===== config.mk =====
export PLATFORM = sky130hd
export DESIGN_NAME = uart_rx_param
export DESIGN_NICKNAME = d
export VERILOG_FILES = /design/src/rtl/uart_rx_param.sv
export SDC_FILE = /design/constraint.sdc
export NUM_CORES = 1
export LEC_CHECK = 0
export BUFFER_PORTS_ARGS = -buffer_cell sky130_fd_sc_hd__buf_2
export CORE_MARGIN = 2
export CORE_UTILIZATION = 56
export DETAILED_ROUTE_END_ITERATION = 8
export PLACE_DENSITY = 0.8
export SLEW_MARGIN = 15
export SYNTH_ARGS = -nofsm -noshare
export SYNTH_HDL_FRONTEND = slang
export SYNTH_SLANG_ARGS = --single-unit
export TNS_END_PERCENT = 100

===== constraint.sdc =====
create_clock -name clk -period 3.47 [get_ports clk]
set_input_delay 0.5205 -clock clk [delete_from_list [all_inputs] [get_ports clk]]
set_output_delay 0.5205 -clock clk [all_outputs]
set_load 0.01 [all_outputs]

===== src/rtl/uart_rx_param.sv =====
// Parametrised UART receiver: synchronised rx, start-glitch rejection,
// optional parity, one or two stop bits, framing/parity/break reporting.
module uart_rx_param #(
    parameter int CLKS_PER_BIT = 10,
    parameter int DATA_BITS    = 8,
    parameter int PARITY_EN    = 0,
    parameter int PARITY_ODD   = 0,
    parameter int STOP_BITS    = 1
) (
    input  logic                 clk,
    input  logic                 rst,
    input  logic                 rx,
    output logic [DATA_BITS-1:0] data_out,
    output logic                 data_valid,
    output logic                 parity_err,
    output logic                 frame_err,
    output logic                 break_det,
    output logic                 busy
);
    localparam int CW = $clog2(CLKS_PER_BIT) + 1;
    localparam logic [CW-1:0] HB_M1  = CW'(CLKS_PER_BIT / 2 - 1);
    localparam logic [CW-1:0] BIT_M1 = CW'(CLKS_PER_BIT - 1);
    localparam logic [3:0] LAST_BIT  = 4'(DATA_BITS - 1);
    localparam logic PAR_ODD = (PARITY_ODD != 0);

    typedef enum logic [2:0] {
        IDLE, START, DATA, PARITY, STOP, WAIT_IDLE
    } state_t;

    state_t state_q, state_d;
    logic rx_meta_q, rxs_q;
    logic [CW-1:0] cnt_q, cnt_d;
    logic [3:0] bit_q, bit_d;
    logic stop_q, stop_d;
    logic [DATA_BITS-1:0] shift_q, shift_d;
    logic par_q, par_d, perr_q, perr_d;
    logic tick, last_stop;
    logic sample_data, sample_par, sample_stop, done;

    // START waits half a bit; every later state waits a full bit
    assign tick = (state_q == START) ? (cnt_q == HB_M1)
                                     : (cnt_q == BIT_M1);
    assign last_stop = (STOP_BITS == 2) ? stop_q : 1'b1;

    always_ff @(posedge clk or negedge rst) begin
        if (!rst) begin
            rx_meta_q <= 1'b1;
            rxs_q     <= 1'b1;
        end else begin
            rx_meta_q <= rx;
            rxs_q     <= rx_meta_q;
        end
    end

    always_ff @(posedge clk or negedge rst) begin
        if (!rst) state_q <= IDLE;
        else      state_q <= state_d;
    end

    always_comb begin
        state_d = state_q;
        unique case (state_q)
            IDLE:   if (!rxs_q) state_d = START;
            START:  if (tick) state_d = rxs_q ? IDLE : DATA;
            DATA: begin
                if (tick && bit_q == LAST_BIT)
                    state_d = (PARITY_EN != 0) ? PARITY : STOP;
            end
            PARITY: if (tick) state_d = STOP;
            STOP: begin
                if (tick) begin
                    if (!rxs_q)         state_d = WAIT_IDLE;
                    else if (last_stop) state_d = IDLE;
                end
            end
            WAIT_IDLE: if (rxs_q) state_d = IDLE;
            default: state_d = IDLE;
        endcase
    end

    always_comb begin
        busy        = (state_q != IDLE);
        sample_data = (state_q == DATA) && tick;
        sample_par  = (state_q == PARITY) && tick;
        sample_stop = (state_q == STOP) && tick;
        done        = sample_stop && (!rxs_q || last_stop);
    end

    always_comb begin
        cnt_d   = cnt_q + CW'(1);
        bit_d   = bit_q;
        stop_d  = stop_q;
        shift_d = shift_q;
        par_d   = par_q;
        perr_d  = perr_q;
        if (state_q == IDLE || state_q == WAIT_IDLE || tick)
            cnt_d = '0;
        if (state_q == IDLE) begin
            bit_d  = '0;
            stop_d = 1'b0;
        end
        if (sample_data) begin
            bit_d   = bit_q + 4'd1;
            shift_d = {rxs_q, shift_q[DATA_BITS-1:1]};
        end
        if (sample_stop) stop_d = 1'b1;
        if (sample_par) begin
            par_d  = rxs_q;
            perr_d = rxs_q ^ (^shift_q) ^ PAR_ODD;
        end
    end

    always_ff @(posedge clk or negedge rst) begin
        if (!rst) begin
            cnt_q   <= '0;
            bit_q   <= '0;
            stop_q  <= 1'b0;
            shift_q <= '0;
            par_q   <= 1'b0;
            perr_q  <= 1'b0;
        end else begin
            cnt_q   <= cnt_d;
            bit_q   <= bit_d;
            stop_q  <= stop_d;
            shift_q <= shift_d;
            par_q   <= par_d;
            perr_q  <= perr_d;
        end
    end

    always_ff @(posedge clk or negedge rst) begin
        if (!rst) begin
            data_out   <= '0;
            data_valid <= 1'b0;
            parity_err <= 1'b0;
            frame_err  <= 1'b0;
            break_det  <= 1'b0;
        end else begin
            data_valid <= done;
            if (done) begin
                data_out   <= shift_q;
                parity_err <= (PARITY_EN != 0) && perr_q;
                frame_err  <= !rxs_q;
                break_det  <= !rxs_q && (shift_q == '0)
                              && ((PARITY_EN == 0) || !par_q);
            end
        end
    end
endmodule


==> results.cfg, run 1 <==
[status]
outcome = completed

[synthesis]
ys_top_cells_by_area = dfrtp_1 53%, mux2_2 13%, dfstp_2 3.6%
yosys_warnings = 0
synth.distinct_cells = 35
synth_fp_nets = 125
synth-edff-count = 0
syn_avg_cell_area_um2 = 12.2
netlist_instances = 120
synth_async_sr_flop_share_pct = 100
yosysTopAreaCellShare_pct = 53.1
yosysSeqAreaShare_pct = 56.7
synth_largest_area_cell = dfrtp_1
synthFlopType = dfrtp_1
ys_seq_elements = 33
syn_area_um2 = 1460

[routing]
num_vias = 1005
dr.pass1.iters = 4
drt_iter0_markers = 25
ant_nets = 0
vias_per_cell = 5.95
wl_per_cell_um = 15.7
wl_um = 2660
route.detailed.drc = 0

[grt]
grt_max_degree = 34
grt_overflow_total = 0
grt_pass1_vias = 973
grt_pass1_wl_um = 4330
grt_util_all_layers_pct = 21.3
antenna_found_initial = 0

[pwr]
max-vdd-ir-drop_mv = 0.478
p_total_mw = 1.04
powerDensity_nw_per_um2 = 635
leakagePower_nw = 0.802

[finish]
final_core_util_pct = 66.2
stdcell_count = 169
antenna_cells = 0
nNetsFinal = 143
fin_area_um2 = 1640
drive_above_1_share_pct = 30.9
area_growth_pct = 12.2

[cts]
cts.sinks = 33
post_cts_resized = 0
clkLatencyLatePin_ps = 340
postCtsHoldBufs = 0
path_clk_slew_ps = 110
tritoncts = yes
cts_inserted_buffers = 5
cts.path.max_buffers = 2
htreeDepth = 2
cts_setup_buffers = 0
cts-root-buf = clkbuf_4

[sta]
period_share_pct = 74.3
finClkSkew_ps = 18.2
worstMarginPinSlew_ps = 752
slew_headroom_pct = 49.5
timing.setup.tns_ps = 0
hold_viol = 0
period_needed_ps = 2580
slew_violations = 0
max_freq_mhz = 388
rsz0062_at_grt = false
setup_viol = 0

[worst_setup_path]
crit_end = data_out[1]$_DFFE_PN0P_
cp-end-kind = flip-flop
timing.rr.end = data_out[1]$_DFFE_PN0P_
crit_start = state_q[0]$_DFFE_PN0P_
crit_arrival_ps = 2800
critPathKind = reg2reg
reg2reg_from = state_q[0]$_DFFE_PN0P_
cp_max_fo = 10
r2r_cells = 4
r2r_setup_slack_ps = 890
crit_path_start_kind = flip-flop
worst_ep_required_time_ps = 3690

[die]
die_w_um = 55.1
pin_count = 16
initial_core_util_pct = 59.0
core_um2 = 2480
die_h_um = 55.1
num_rows = 18
die-area_um2 = 3030

[place]
hpwlAfterDp_um = 1880
gp_congestion = 0.874
placed_area_um2 = 1550
io_buffer_count = 14
dpl.cell_count = 161

[run]
max-cap-violations = 0

[min_path]
min_path_type = in2async
final cells by class:
type	count	area (um2)
Fill cell	188	838
Timing Repair Buffer	14	70.1
Tap cell	30	37.5
Inverter	5	18.8
Clock inverter	1	30.0
Multi-Input combinational cell	79	599
Clock buffer	7	55.1
Sequential cell	33	828
layer usage:
metal	global-route usage, %	up-vias	wire, um	share of wire, %
li1	-	463	-	-
met1	26.1	500	1150	43
met2	34.1	34	1300	49
met3	8.33	8	168	6.3
met4	7.72	0	42	1.6
met5	0	-	0	0
per-stage QoR:
stage | hold WS, ps | setup WS, ps
4_1_cts | 242 | 914
3_3_place_gp | 346 | 1010
5_1_grt | 252 | 792
6_report | 210 | 892
3_5_place_dp | 350 | 917
2_1_floorplan | 225 | 1080
sequential cells by signal, indices dropped and copies added, names as in the netlist:
register    count
data_valid      1
rxs_q           1
rx_meta_q       1
data_out        8
frame_err       1
cnt_q           5
state_q         3
bit_q           4
shift_q         8
break_det       1
report_power, final:
part / internal (mW) / switching, mW
clock: 0.172 / 0.127
sequential: 0.432 / 0.0679
combinational: 0.102 / 0.140
total: 0.706 / 0.334
layout by cell type, fill, tap and decap left out, types with 2 or more instances in the layout:
master / netlist / final
nor4_1: 3 / 3
nor2_1: 11 / 11
buf_2: 0 / 14
nor2b_1: 2 / 2
dfrtp_1: 31 / 31
o22ai_1: 2 / 2
o21ai_0: 3 / 3
mux2_2: 17 / 17
xor2_1: 3 / 3
dfstp_2: 2 / 2
or4_1: 4 / 4
nor3_1: 2 / 2
nand2_1: 6 / 6
mux2i_1: 3 / 3
inv_1: 5 / 5
nand3_1: 4 / 4
clkbuf_4: 0 / 5
nand2b_1: 2 / 2
ha_1: 2 / 2
kinds of logic after synthesis:
logic type	synth area share, %
muxes	16.2
buffers and inverters	2.31
other	0.257
DFF	56.7
and+or+nand+nor	15.8
xor gates and xnor gates	2.40
adders and majority gates	1.71
AOI/OAI and AO/OA	4.62
cells in the mapped netlist, types with 2 or more instances:
library cell  count
dfrtp_1          31
dfstp_2           2
ha_1              2
inv_1             5
mux2_2           17
mux2i_1           3
nand2_1           6
nand2b_1          2
nand3_1           4
nor2_1           11
nor2b_1           2
nor3_1            2
nor4_1            3
o21ai_0           3
o22ai_1           2
or4_1             4
xor2_1            3
worst max-delay path, cell delays in order (launching register included):
cell and delay (ps):
dfrtp_1 560, nor3b_1 410, mux2_4 390, nor4_4 690
mux2_2 410
how the worst min path moves through the flow:
stage | start | end | slack, ps | depth (start not counted)
6_report | rst | bit_q[2]$_DFFE_PN0P_ | 210 | 1
5_1_grt | rx | rx_meta_q$_DFF_PN1_ | 250 | 1
4_1_cts | rst | bit_q[2]$_DFFE_PN0P_ | 240 | 1
3_5_place_dp | rx_meta_q$_DFF_PN1_ | rxs_q$_DFF_PN1_ | 350 | 0
3_3_place_gp | rx_meta_q$_DFF_PN1_ | rxs_q$_DFF_PN1_ | 350 | 0
2_1_floorplan | rst | bit_q[0]$_DFFE_PN0P_ | 220 | 0
Note: power is estimated with default switching activity, not from simulation.
==> run 2: changes to the inputs <==
Settings changed: ABC_AREA set to 1, CORE_UTILIZATION 56 to 51, PLACE_DENSITY 0.8 to 0.76.
Clock period 3.47 ns to 2.11 ns, I/O delays scaled along.
==> run 2 against run 1 <==
Compared with the run above: routed wire length is 9.2% lower; synthesized cell count rose by 33%; first-iteration DRC count rose by 16%; core utilization down 10 points; register-to-register slack worse by 500 ps; design area rose by 2.0%; non-clock buffer count did not move; critical endpoint is now busy; largest cell class unchanged.
==> results.cfg, run 2 <==
[worst_setup_path]
cp_max_fo = 7
critPathKind = reg2out
crit_arrival_ps = 1490
worst_ep_required_time_ps = 1790
cp-end-kind = primary output
crit_path_start_kind = flip-flop

[finish]
final_common_cell = nand2_1
layout_common_cells = 36 x nand2_1, 31 x dfrtp_1, 17 x o21ai_2
n_fill_cell = 269
area_growth_pct = 7.05
nNetsFinal = 181
antenna_cells = 0
biggestRegsByFlops = data_out (8), shift_q (8), cnt_q (5)
fin_area_um2 = 1670
drive_above_1_share_pct = 30.5
multi_input_area_um2 = 618
stdcell_count = 210
regArea_um2 = 828

[grt]
grt_pass1_vias = 928
grt_overflow_total = 0
grt_max_degree = 34
grt_util_all_layers_pct = 15.7
grt_pass1_wl_um = 4110
antenna_found_initial = 0

[die]
num_rows = 20
die_w_um = 59.3
core_um2 = 2980
initial_core_util_pct = 52.4
pin_count = 16
die-area_um2 = 3520
die_h_um = 59.3

[synthesis]
netlist_instances = 160
yosysMostFrequentCell = nand2_1
yosysSeqAreaShare_pct = 53.0
synth_xor_area_share_pct = 2.24
synth_top_family_by_area = simple AND/OR/NAND/NOR gates
syn_avg_cell_area_um2 = 9.76
synth.distinct_cells = 25
synth-simple-area-share_pct = 23.5
ys_seq_elements = 33
synth_async_sr_flop_share_pct = 100
ys_top_cells_by_area = dfrtp_1 50%, o21ai_2 9.5%, nand2_1 8.7%
synth_fp_nets = 165
synth-edff-count = 0
yosysTopAreaCellShare_pct = 49.7
synthFlopType = dfrtp_1
synthMuxAreaShare_pct = 0
yosys.area_share.adder_pct = 1.60
synth-compound-area-share_pct = 12.0
synth_largest_area_cell = dfrtp_1
yosys_warnings = 0
syn_area_um2 = 1560
synthTopCellsByCount = 36 x nand2_1, 31 x dfrtp_1, 17 x o21ai_2, 13 x nand3_1

[sta]
setup_viol = 0
period_needed_ps = 1800
slew_headroom_pct = 53.4
timing.setup.tns_ps = 0
rsz0062_at_grt = false
finClkSkew_ps = 11.4
setup_ws_ps = 308
max_freq_mhz = 555
worstMarginPinSlew_ps = 698
slew_violations = 0
period_share_pct = 85.4
hold_slack_ps = 20.4
hold_viol = 0

[place]
placed_area_um2 = 1620
io_buffer_count = 14
gp_congestion = 0.946
hpwlAfterDp_um = 1740
dp_worst_setup_slack_ps = 415
dpl.cell_count = 202

[cts]
htreeDepth = 2
cts.path.max_buffers = 2
path_clk_slew_ps = 100
clkLatencyLatePin_ps = 330
post_cts_resized = 0
cts_inserted_buffers = 5
tritoncts = yes
cts-root-buf = clkbuf_4
cts.sinks = 33
cts_setup_buffers = 0
postCtsHoldBufs = 0

[pwr]
powerDensity_nw_per_um2 = 1020
max-vdd-ir-drop_mv = 0.663
leakagePower_nw = 0.810

[routing]
dr.pass1.iters = 4
drt_iter0_markers = 29
num_vias = 1069
wl_per_cell_um = 11.5
ant_nets = 0
route.detailed.drc = 0
vias_per_cell = 5.09
wl_um = 2420

[run]
max-cap-violations = 0

[min_path]
min_path_type = in2async

[status]
outcome = completed
==> run 2: changes by cell type in the layout (fill, tap and decap cells not counted), moves of 3 or more <==
cell | previous run | this run
mux2i_1 | 3 | 0
inv_2 | 0 | 3
nand3_1 | 4 | 13
nand2_1 | 6 | 36
or4_1 | 4 | 0
nand3_2 | 0 | 5
o21ai_2 | 0 | 17
inv_1 | 5 | 12
mux2_2 | 17 | 0
==> run 2: final cells by class <==
cell class              count  area share, %
well taps                  33           2.47
multi-input cells         106           37.0
clock buffers               6           2.47
clock inverters             2          0.599
repair buffers             14           4.19
flip-flops and latches     33           49.6
inverters                  16           3.74
==> run 2: critical path, stage by stage (launching register included) <==
cell and delay (ps):
dfrtp_1 460, inv_1 150, nand2_1 60, nor2_1 130
inv_1 170, buf_2 180
==> run 2: report_power, final <==
| part | leakage, nW | internal, mW | switching [mW] | total [mW] |
|---|---|---|---|---|
| clock | 0.0320 | 0.127 | 0.208 | 0.335 |
| sequential | 0.447 | 0.728 | 0.0909 | 0.819 |
| combinational | 0.332 | 0.188 | 0.372 | 0.559 |
==> run 2: final timing paths <==
kind | start | endpoint | slack, ps | cells past startpoint
max | state_q[0]$_DFFE_PN0P_ | busy | 310 | 5
min | rst | state_q[0]$_DFFE_PN0P_ | 20 | 1
max reg2reg | state_q[2]$_DFFE_PN0P_ | bit_q[0]$_DFFE_PN0P_ | 390 | 4
min reg2reg | rx_meta_q$_DFF_PN1_ | rxs_q$_DFF_PN1_ | 360 | 0
max in group asynchronous | rst | state_q[1]$_DFFE_PN0P_ | 1640 | 1
min in group clk | rx | rx_meta_q$_DFF_PN1_ | 90 | 1
==> run 2: cells by family (layout without fill, tap and decap cells) <==
kind of cell / count (synthesis) / count (layout)
fa+ha+maj: 2 / 2
other cells: 1 / 1
simple gates: 75 / 75
xor+xnor: 4 / 4
buf+inv: 21 / 38
compound gates: 24 / 24
flops: 33 / 33
==> run 2: routing by layer <==
metal / vias up / share of wire, % / track usage (%)
met5: - / 0 / 0
met4: 0 / 1.4 / 7.14
met3: 5 / 3.6 / 5.46
met2: 17 / 48 / 23.7
met1: 494 / 47 / 20.3
li1: 553 / - / -
==> run 2: stage by stage <==
step                      utilization (%)  total power, mW
final                                56.1             1.71
after global routing                 56.1             1.84
after CTS                            56.1             1.74
after detailed placement             54.4             1.40
after global placement               54.4             1.37
after floorplan                         -             1.27
